==> src/rtl/tetris_pkg.sv <==
// Shared board constants, row state codes and the row-clear sequencer state type.
package tetris_pkg;

  localparam int ROWS = 20;
  localparam int COLS = 10;

  localparam logic [2:0] ST_CHECK = 3'b000;
  localparam logic [2:0] ST_MOVE  = 3'b001;
  localparam logic [2:0] ST_WRITE = 3'b010;
  localparam logic [2:0] ST_SHIFT = 3'b011;
  localparam logic [2:0] ST_ADD   = 3'b100;

  typedef enum logic [2:0] {
    S_IDLE    = 3'd0,
    S_CHECK   = 3'd1,
    S_CAPTURE = 3'd2,
    S_SHIFT   = 3'd3,
    S_DONE    = 3'd4
  } clr_state_e;

endpackage

==> src/rtl/low_prefix_mask.sv <==
// Lowest set bit of a mask as a one-hot, plus the prefix mask covering bits 0..k.
module low_prefix_mask #(
  parameter int W = 20
) (
  input  logic [W-1:0] i_mask,
  output logic [W-1:0] o_onehot,
  output logic [W-1:0] o_prefix
);

  logic [W-1:0] w_onehot;

  // Two's-complement trick isolates the lowest set bit.
  assign w_onehot = i_mask & (~i_mask + W'(1));
  assign o_onehot = w_onehot;
  assign o_prefix = (i_mask == '0) ? '0 : (w_onehot | (w_onehot - W'(1)));

endmodule

==> src/rtl/row_clear_ctrl.sv <==
// Row-clear sequencer: one check cycle, flag capture, then one shift-down cycle
// per cleared row, topmost first.
module row_clear_ctrl
  import tetris_pkg::*;
#(
  parameter int ROWS  = tetris_pkg::ROWS,
  parameter int CNT_W = 5
) (
  input  logic             clk,
  input  logic             reset,
  input  logic             start,
  input  logic [ROWS-1:0]  row_shift,
  output logic [2:0]       state_out,
  output logic [ROWS-1:0]  shift_row,
  output logic             busy,
  output logic             done,
  output logic [CNT_W-1:0] lines_cleared
);

  // start is a level request sampled only in S_IDLE (never queued); busy covers
  // CHECK..SHIFT and done is a single-cycle pulse in S_DONE with busy low.
  clr_state_e       r_state;
  clr_state_e       w_next;
  logic [ROWS-1:0]  r_mask;
  logic [CNT_W-1:0] r_lines;
  logic [ROWS-1:0]  w_onehot;
  logic [ROWS-1:0]  w_prefix;
  logic             w_mask_nz;

  low_prefix_mask #(.W(ROWS)) u_low_prefix (
    .i_mask   (r_mask),
    .o_onehot (w_onehot),
    .o_prefix (w_prefix)
  );

  assign w_mask_nz     = (r_mask != '0);
  assign lines_cleared = r_lines;

  always_comb begin
    w_next    = r_state;
    state_out = ST_MOVE;
    shift_row = '0;
    busy      = 1'b0;
    done      = 1'b0;
    case (r_state)
      S_IDLE: begin
        if (start) w_next = S_CHECK;
      end
      S_CHECK: begin
        state_out = ST_CHECK;
        busy      = 1'b1;
        w_next    = S_CAPTURE;
      end
      S_CAPTURE: begin
        busy   = 1'b1;
        w_next = S_SHIFT;
      end
      S_SHIFT: begin
        busy = 1'b1;
        if (w_mask_nz) begin
          state_out = ST_SHIFT;
          shift_row = w_prefix;
        end else begin
          w_next = S_DONE;
        end
      end
      S_DONE: begin
        done   = 1'b1;
        w_next = S_IDLE;
      end
      default: w_next = S_IDLE;
    endcase
  end

  always_ff @(posedge clk or negedge reset) begin
    if (!reset) begin
      r_state <= S_IDLE;
    end else begin
      r_state <= w_next;
    end
  end

  // Shifting rows 0..k never disturbs rows below k, so remaining flags stay valid.
  always_ff @(posedge clk or negedge reset) begin
    if (!reset) begin
      r_mask <= '0;
    end else if (r_state == S_CAPTURE) begin
      r_mask <= row_shift;
    end else if (r_state == S_SHIFT && w_mask_nz) begin
      r_mask <= r_mask & ~w_onehot;
    end
  end

  always_ff @(posedge clk or negedge reset) begin
    if (!reset) begin
      r_lines <= '0;
    end else if (r_state == S_IDLE && start) begin
      r_lines <= '0;
    end else if (r_state == S_SHIFT && w_mask_nz && r_lines != CNT_W'(ROWS)) begin
      r_lines <= r_lines + CNT_W'(1);
    end
  end

endmodule

==> config.mk <==
export PLATFORM = sky130hd
export DESIGN_NAME = row_clear_ctrl
export DESIGN_NICKNAME = d
export VERILOG_FILES = /design/src/rtl/tetris_pkg.sv /design/src/rtl/low_prefix_mask.sv /design/src/rtl/row_clear_ctrl.sv
export SDC_FILE = /design/constraint.sdc
export NUM_CORES = 1
export LEC_CHECK = 0
export ABC_AREA = 1
export CAP_MARGIN = 40
export CORE_AREA = 4 4 58 81
export CTS_CLUSTER_DIAMETER = 150
export CTS_CLUSTER_SIZE = 16
export DETAILED_ROUTE_END_ITERATION = 7
export DIE_AREA = 0 0 62 85
export PLACE_DENSITY = 0.79
export SLEW_MARGIN = 20
export SYNTH_ARGS = -nofsm -noshare
export SYNTH_HDL_FRONTEND = slang
export SYNTH_SLANG_ARGS = --single-unit
==> constraint.sdc <==
create_clock -name clk -period 2 [get_ports clk]
set_input_delay 0.5 -clock clk [delete_from_list [all_inputs] [get_ports clk]]
set_output_delay 0.5 -clock clk [all_outputs]
set_load 0.01 [all_outputs]
After elaboration in Yosys (flattened, before gate mapping)
Index checks and enable logic that the tools add are counted.

operators by class
  $add $sub $neg = 3
  eq/ne operators = 7
  multiplexer cells = 14
  bitwise gates (word level) = 5
  reductions and logical operators = 10

operators by type and width
  operator                                                               number
  20-bit two-way mux                                                     5
  20-bit bitwise AND                                                     2
  20-bit inverter                                                        2
  20-bit by 1-bit adder with 20-bit output (second input constant)       1
  20-bit zero test                                                       1
  20-bit bitwise OR                                                      1
  20-bit nonzero test                                                    1
  20-bit by 1-bit subtractor with 20-bit output (second input constant)  1
  3-bit one-hot mux with 4 select lines                                  1
  5-bit two-way mux                                                      2
  3-bit by 2-bit == test with 1-bit output (second input constant)       2
  3-bit two-way mux                                                      2
  3-bit one-hot mux with 2 select lines                                  1
  5-bit by 1-bit adder with 5-bit output (second input constant)         1
  5-bit inequality test (second input constant)                          1
  2-bit inequality test (second input constant)                          2
  2-bit nonzero test                                                     2
  3-bit by 1-bit == test with 1-bit output (second input constant)       1
  3-bit == test (second input constant)                                  1
  1-bit logical AND                                                      3
  3-bit zero test                                                        1
  3-bit OR reduction                                                     1
  1-bit two-way mux                                                      2
  2-bit two-way mux                                                      1
  2-bit AND reduction                                                    1

word-level totals
  register bits after elaboration = 28
  input bits = 23
  output and inout port bits = 30
  word-level logic and storage cells = 42

Depth between registers and ports, before layout
  word-level depth = 8
  gate-level depth with buffers = 9
  mapped depth without buffers = 9

Modules after synthesis
From an unflattened synthesis, not the netlist that was laid out.

unflattened totals
  cell total of the unflattened synthesis = 416
  area, all modules = 2354.8 um^2

modules (own cells, without submodules)
  module           instances  cells an instance  area each (um^2)  seq. area each (um^2)
  row_clear_ctrl   1          267                1702.9            700.7
  low_prefix_mask  1          149                651.9             0.0

Worst setup path after synthesis
Ideal clock, no wire load.

  path type = register to output
  start point = register r_mask[0]
  end point = output state_out[1]
  data arrival time = 1275 ps
  data required time = 1500 ps
  setup slack = 225 ps
  cell stages (with the launch flop) = 9
  buffers on the path = 2
  path through = dfrtp_1 -> nor2_2 -> nand2_2 -> nor2_8 -> nand3_4 -> nand2_4 -> buf_8 -> buf_12 -> inv_1

between the ends
  word-level cells in the longest chain between the ends = 3

ends and longest elaborated chain
  item                                   RTL line              text
  start: declaration                     row_clear_ctrl.sv:24  logic [ROWS-1:0] r_mask;
  start signal: assignment               row_clear_ctrl.sv:88  r_mask <= row_shift;
  start signal: assignment               row_clear_ctrl.sv:90  r_mask <= r_mask & ~w_onehot;
  20-bit nonzero test                    row_clear_ctrl.sv:36  assign w_mask_nz = (r_mask != '0);
  2-bit two-way mux                      row_clear_ctrl.sv:60  if (w_mask_nz) begin
  3-bit one-hot mux with 2 select lines  row_clear_ctrl.sv:45  case (r_state)
  end: declaration                       row_clear_ctrl.sv:13  output logic [2:0] state_out,

Every way passes these cells.

Worst setup path in the final report
  start point = register r_mask[7]
  end point = output shift_row[17]

between the ends
  word-level cells in the longest chain between the ends = 8
  elaborated cells between the ends (all ways) = 10
  those cells by class = add/sub: 2; mux: 3; bitwise: 3; reduce/logical: 2

ends and longest elaborated chain
  item                                           RTL line               text
  20-bit inverter                                low_prefix_mask.sv:13  assign w_onehot = i_mask & (~i_mask + W'(1));
  20-bit by 1-bit adder with 20-bit output       low_prefix_mask.sv:13
  20-bit bitwise AND                             low_prefix_mask.sv:13
  20-bit by 1-bit subtractor with 20-bit output  low_prefix_mask.sv:15  assign o_prefix = (i_mask == '0) ? '0 : (w_onehot | (w_onehot - W'(1)));
  20-bit bitwise OR                              low_prefix_mask.sv:15
  20-bit two-way mux                             low_prefix_mask.sv:15
  20-bit two-way mux *                           row_clear_ctrl.sv:60
  20-bit two-way mux *                           row_clear_ctrl.sv:45
  end: declaration                               row_clear_ctrl.sv:14   output logic [ROWS-1:0] shift_row,

Mark *: on every way between the ends. The rest lies on a longest branch, timed or not.

==> load_flow_metrics.sql <==
INSERT INTO impl_metrics (metric_group, metric, value, unit) VALUES
('routing', 'drtIter0Drc', '160', ''),
('placement', 'place_inst', '403', ''),
('grt', 'grt_first_pass_wirelength', '10110', 'um'),
('critical_path', 'critPathLaunchType', 'flip-flop', ''),
('placement', 'detailed_place_hpwl', '3527', 'um'),
('die', 'core.rowCount', '27', ''),
('cts', 'cts_made_buffers', '3', ''),
('power', 'power.switching', '2.387', 'mW'),
('run_status', 'status', 'complete, but fails checks', ''),
('cts', 'cts.hold.buffers_added', '0', ''),
('power', 'combinationalPowerShare', '71.0', '%'),
('grt', 'first_global_vias', '2232', ''),
('routing', 'detailroute.via_count', '2249', ''),
('timing', 'maxSlewViolCount', '0', ''),
('power', 'p_clk_share', '7.4', '%'),
('final_layout', 'post_layout_nonfiller_instances', '431', ''),
('cts', 'clock_sinks', '28', ''),
('synthesis', 'mappedNetlistNets', '297', ''),
('die', 'die_area', '5270', 'um^2'),
('synthesis', 'synth.ff_latch_count', '28', ''),
('final_layout', 'design.final.nets', '414', ''),
('worst_hold_path', 'worst_min_path_class', 'input port to asynchronous set/reset pin', ''),
('routing', 'drcViolationCount', '0', ''),
('routing', 'drt-vias-per-instance', '5.218', ''),
('critical_path', 'type_of_element_capturing_the_critical_path', 'primary output', ''),
('placement', 'io_buffer_count', '51', ''),
('critical_path', 'cp_max_fo', '5', ''),
('die', 'die_x', '62', 'um'),
('timing', 'layout_worst_path_cycle_share', '114.8', '%'),
('critical_path', 'timing_worst_setup_path_type', 'flip-flop to primary output', ''),
('synthesis', 'syn-mean-instance-area', '6.767', 'um^2'),
('timing', 'finalSetupViolCount', '21', ''),
('timing', 'postLayoutSetupSlackWorst', '-0.2964', 'ns'),
('die', 'die_height', '85', 'um'),
('cts', 'cts_tree', 'done', ''),
('cts', 'clk_pin_slew_worst_paths', '0.10', 'ns'),
('routing', 'final_antenna_net_count', '0', ''),
('cts', 'insertion_delay', '0.28', 'ns'),
('timing', 'rsz0062_at_grt', 'true', ''),
('power', 'power_frac_seq', '21.6', '%'),
('placement', 'placed_area', '2686', 'um^2'),
('timing', 'min_period', '2.296', 'ns'),
('final_layout', 'number_of_diodes', '0', ''),
('final_layout', 'layout.cell_area.non_filler', '3095', 'um^2'),
('synthesis', 'yosysWarningCount', '0', ''),
('cts', 'clock_tree.root_cell', 'sky130_fd_sc_hd__clkbuf_8', ''),
('synthesis', 'postSynthCellCount', '272', ''),
('critical_path', 'required_time_worst_endpoint', '1.50', 'ns'),
('die', 'io-pin-count', '53', ''),
('timing', 'hold_violation_count_in_the_final_report', '0', ''),
('flow_run', 'timing.max_cap.violations', '0', ''),
('routing', 'routed_wirelength', '6882', 'um'),
('critical_path', 'wp_data_arrival', '1.80', 'ns'),
('power', 'power.density_cell_area', '1613', 'nW/um^2'),
('final_layout', 'final_layout_size_suffix_gt1_share', '37.11', '%'),
('synthesis', 'mappedNetlistArea', '1841', 'um^2'),
('grt', 'gr-total-overflow', '0', ''),
('power', 'power', '4.993', 'mW'),
('power', 'internal_power', '2.606', 'mW'),
('timing', 'fmaxAchievable', '0.4355', 'GHz'),
('grt', 'grt_usage', '25.29', '%'),
('die', 'start_util', '46.57', '%'),
('die', 'design.core.area', '3953', 'um^2'),
('cts', 'cts_h_tree_depth', '1', ''),
('power', 'sw_frac_of_total', '47.82', '%'),
('routing', 'wl_per_cell', '15.97', 'um'),
('grt', 'antenna_found_initial', '0', ''),
('final_layout', 'syn2layout_area_growth', '68.18', '%'),
('synthesis', 'netlist-cell-type-count', '30', ''),
('routing', 'drt_pass1_iterations', '7', ''),
('timing', 'clock_skew', '0.003918', 'ns'),
('grt', 'grt_max_degree', '32', ''),
('placement', 'gp_congestion', '0.8811', ''),
('power', 'total_leakage_power', '1.761', 'nW'),
('cts', 'cts-root-to-sink-buffers', '2', ''),
('run_status', 'failing_checks', 'negative setup slack', ''),
('synthesis', 'synth.yosys.seq_area_share', '38.07', '%'),
('power', 'peakVddDrop', '1146', 'uV');
==> sequential cells by signal (all words and copies together) (netlist names) <==
| register | flops |
|---|---|
| r_state | 3 |
| lines_cleared | 5 |
| r_mask | 20 |
==> logic make-up after synthesis <==
group,count (synthesis),synth area share [%]
other,1,0.2037
buffers and inverters,50,12.10
XOR/XNOR,3,1.428
adder cells (fa/ha/maj),2,1.359
flip-flops,28,38.07
AO/OA/AOI/OAI,8,2.582
AND/OR/NAND/NOR,180,44.26
==> worst max-delay path, cell delays in order, from the launching register on <==
cell	delay, ns
sky130_fd_sc_hd__dfrtp_1	0.44
sky130_fd_sc_hd__nor2_2	0.16
sky130_fd_sc_hd__nand2_2	0.11
sky130_fd_sc_hd__nor2_8	0.15
sky130_fd_sc_hd__buf_4	0.13
sky130_fd_sc_hd__nand2_2	0.06
sky130_fd_sc_hd__nor3_2	0.20
sky130_fd_sc_hd__nand2_2	0.08
sky130_fd_sc_hd__inv_1	0.05
sky130_fd_sc_hd__buf_2	0.12
==> per-layer routing <==
layer / GRT usage [%] / routed length [um] / vias up
li1: - / - / 1059
met1: 28.07 / 2529 / 1052
met2: 44.25 / 3614 / 104
met3: 3.805 / 401 / 34
met4: 12.55 / 337 / 0
met5: 0 / 0 / -
==> cells in the final DEF (no fill, tap or decap), drive strengths merged, types with 2 or more instances in the layout <==
cell,instances
o21ai,4
clkbuf,4
nand3b,3
nand2,98
ha,2
buf,89
nor3,3
nor2,43
dlygate4sd2,3
nand3,27
o21bai,3
nand4,5
dfrtp,28
inv,43
xor2,2
clkdlybuf4s50,27
==> what timing repair did <==
action | CTS | global route
setup buffers | 17 | 10
hold endpoints to repair | 0 | 0
pin swaps | 16 | 15
gates resized for setup | 136 | 29
setup endpoints to repair | 24 | 21
==> final timing paths <==
kind / from / to / slack, ns / cells after the start
hold / removal: reset / r_mask[13]$_DFFE_PN0P_ / 0.59 / 2
setup / recovery: r_mask[7]$_DFFE_PN0P_ / shift_row[17] / -0.30 / 9
setup reg to reg: r_mask[8]$_DFFE_PN0P_ / lines_cleared[3]$_DFFE_PN0P_ / 0.15 / 10
max in group asynchronous: reset / lines_cleared[3]$_DFFE_PN0P_ / 1.13 / 2
min in group clk: lines_cleared[3]$_DFFE_PN0P_ / lines_cleared[3]$_DFFE_PN0P_ / 0.59 / 2
hold reg to reg: lines_cleared[3]$_DFFE_PN0P_ / lines_cleared[3]$_DFFE_PN0P_ / 0.59 / 2
==> power by group through the flow <==
| stage | sequential [mW] | combinational (mW) | clock [mW] |
|---|---|---|---|
| global route | 1.10 | 3.82 | 0.389 |
| global placement | 1.01 | 2.63 | 0 |
| floorplan | 1.04 | 1.51 | 0 |
| finish | 1.08 | 3.54 | 0.368 |
| detailed placement | 1.02 | 2.68 | 0 |
| CTS | 1.03 | 3.03 | 0.362 |
==> through the flow <==
stage                     util, %  hold WS [ns]  worst slack, ns  TNS [ns]
final                       78.32        0.5928          -0.2964    -4.806
after global routing        78.32        0.6265          -0.3539    -6.212
after CTS                   73.50        0.5964          -0.2000    -3.210
after detailed placement    67.96        0.5393          -0.2777    -4.599
after global placement      67.96        0.5473          -0.2183    -3.864
after floorplan                 -        0.2044           0.2248         0
==> cell type report <==
class	count	area [um^2]
Timing Repair Buffer	119	1020
Multi-Input combinational cell	194	1097
Tap cell	43	53.80
Sequential cell	28	700.7
Fill cell	257	857.1
Clock buffer	4	55.05
Inverter	43	168.9
==> cell usage after synthesis <==
cell	instances	area share (%)
sky130_fd_sc_hd__nand4_1	5	1.7
sky130_fd_sc_hd__nand2_1	95	19
sky130_fd_sc_hd__o21ai_1	1	0.27
sky130_fd_sc_hd__nor3_1	2	0.54
sky130_fd_sc_hd__and2_1	1	0.34
sky130_fd_sc_hd__buf_4	1	0.41
sky130_fd_sc_hd__nand3_2	2	1.1
sky130_fd_sc_hd__ha_1	2	1.4
sky130_fd_sc_hd__o21ai_0	3	0.82
sky130_fd_sc_hd__nor2_8	1	1.1
sky130_fd_sc_hd__nand3_1	24	6.5
sky130_fd_sc_hd__buf_8	1	0.82
sky130_fd_sc_hd__nor3_4	1	0.88
sky130_fd_sc_hd__xor2_1	2	0.95
sky130_fd_sc_hd__buf_2	3	0.82
sky130_fd_sc_hd__nand2_2	2	0.68
sky130_fd_sc_hd__conb_1	1	0.20
sky130_fd_sc_hd__nor2_1	37	7.5
sky130_fd_sc_hd__buf_12	1	1.1
sky130_fd_sc_hd__nand3b_1	3	1.2
sky130_fd_sc_hd__clkbuf_1	1	0.20
sky130_fd_sc_hd__xnor2_1	1	0.48
sky130_fd_sc_hd__o21bai_1	3	1.2
sky130_fd_sc_hd__nor2_2	5	1.7
sky130_fd_sc_hd__inv_1	41	8.4
sky130_fd_sc_hd__inv_2	2	0.41
sky130_fd_sc_hd__dfrtp_1	28	38
sky130_fd_sc_hd__nand2_4	1	0.61
sky130_fd_sc_hd__a21oi_1	1	0.27
sky130_fd_sc_hd__nand3_4	1	0.95
(Power assumes the default switching activity.)
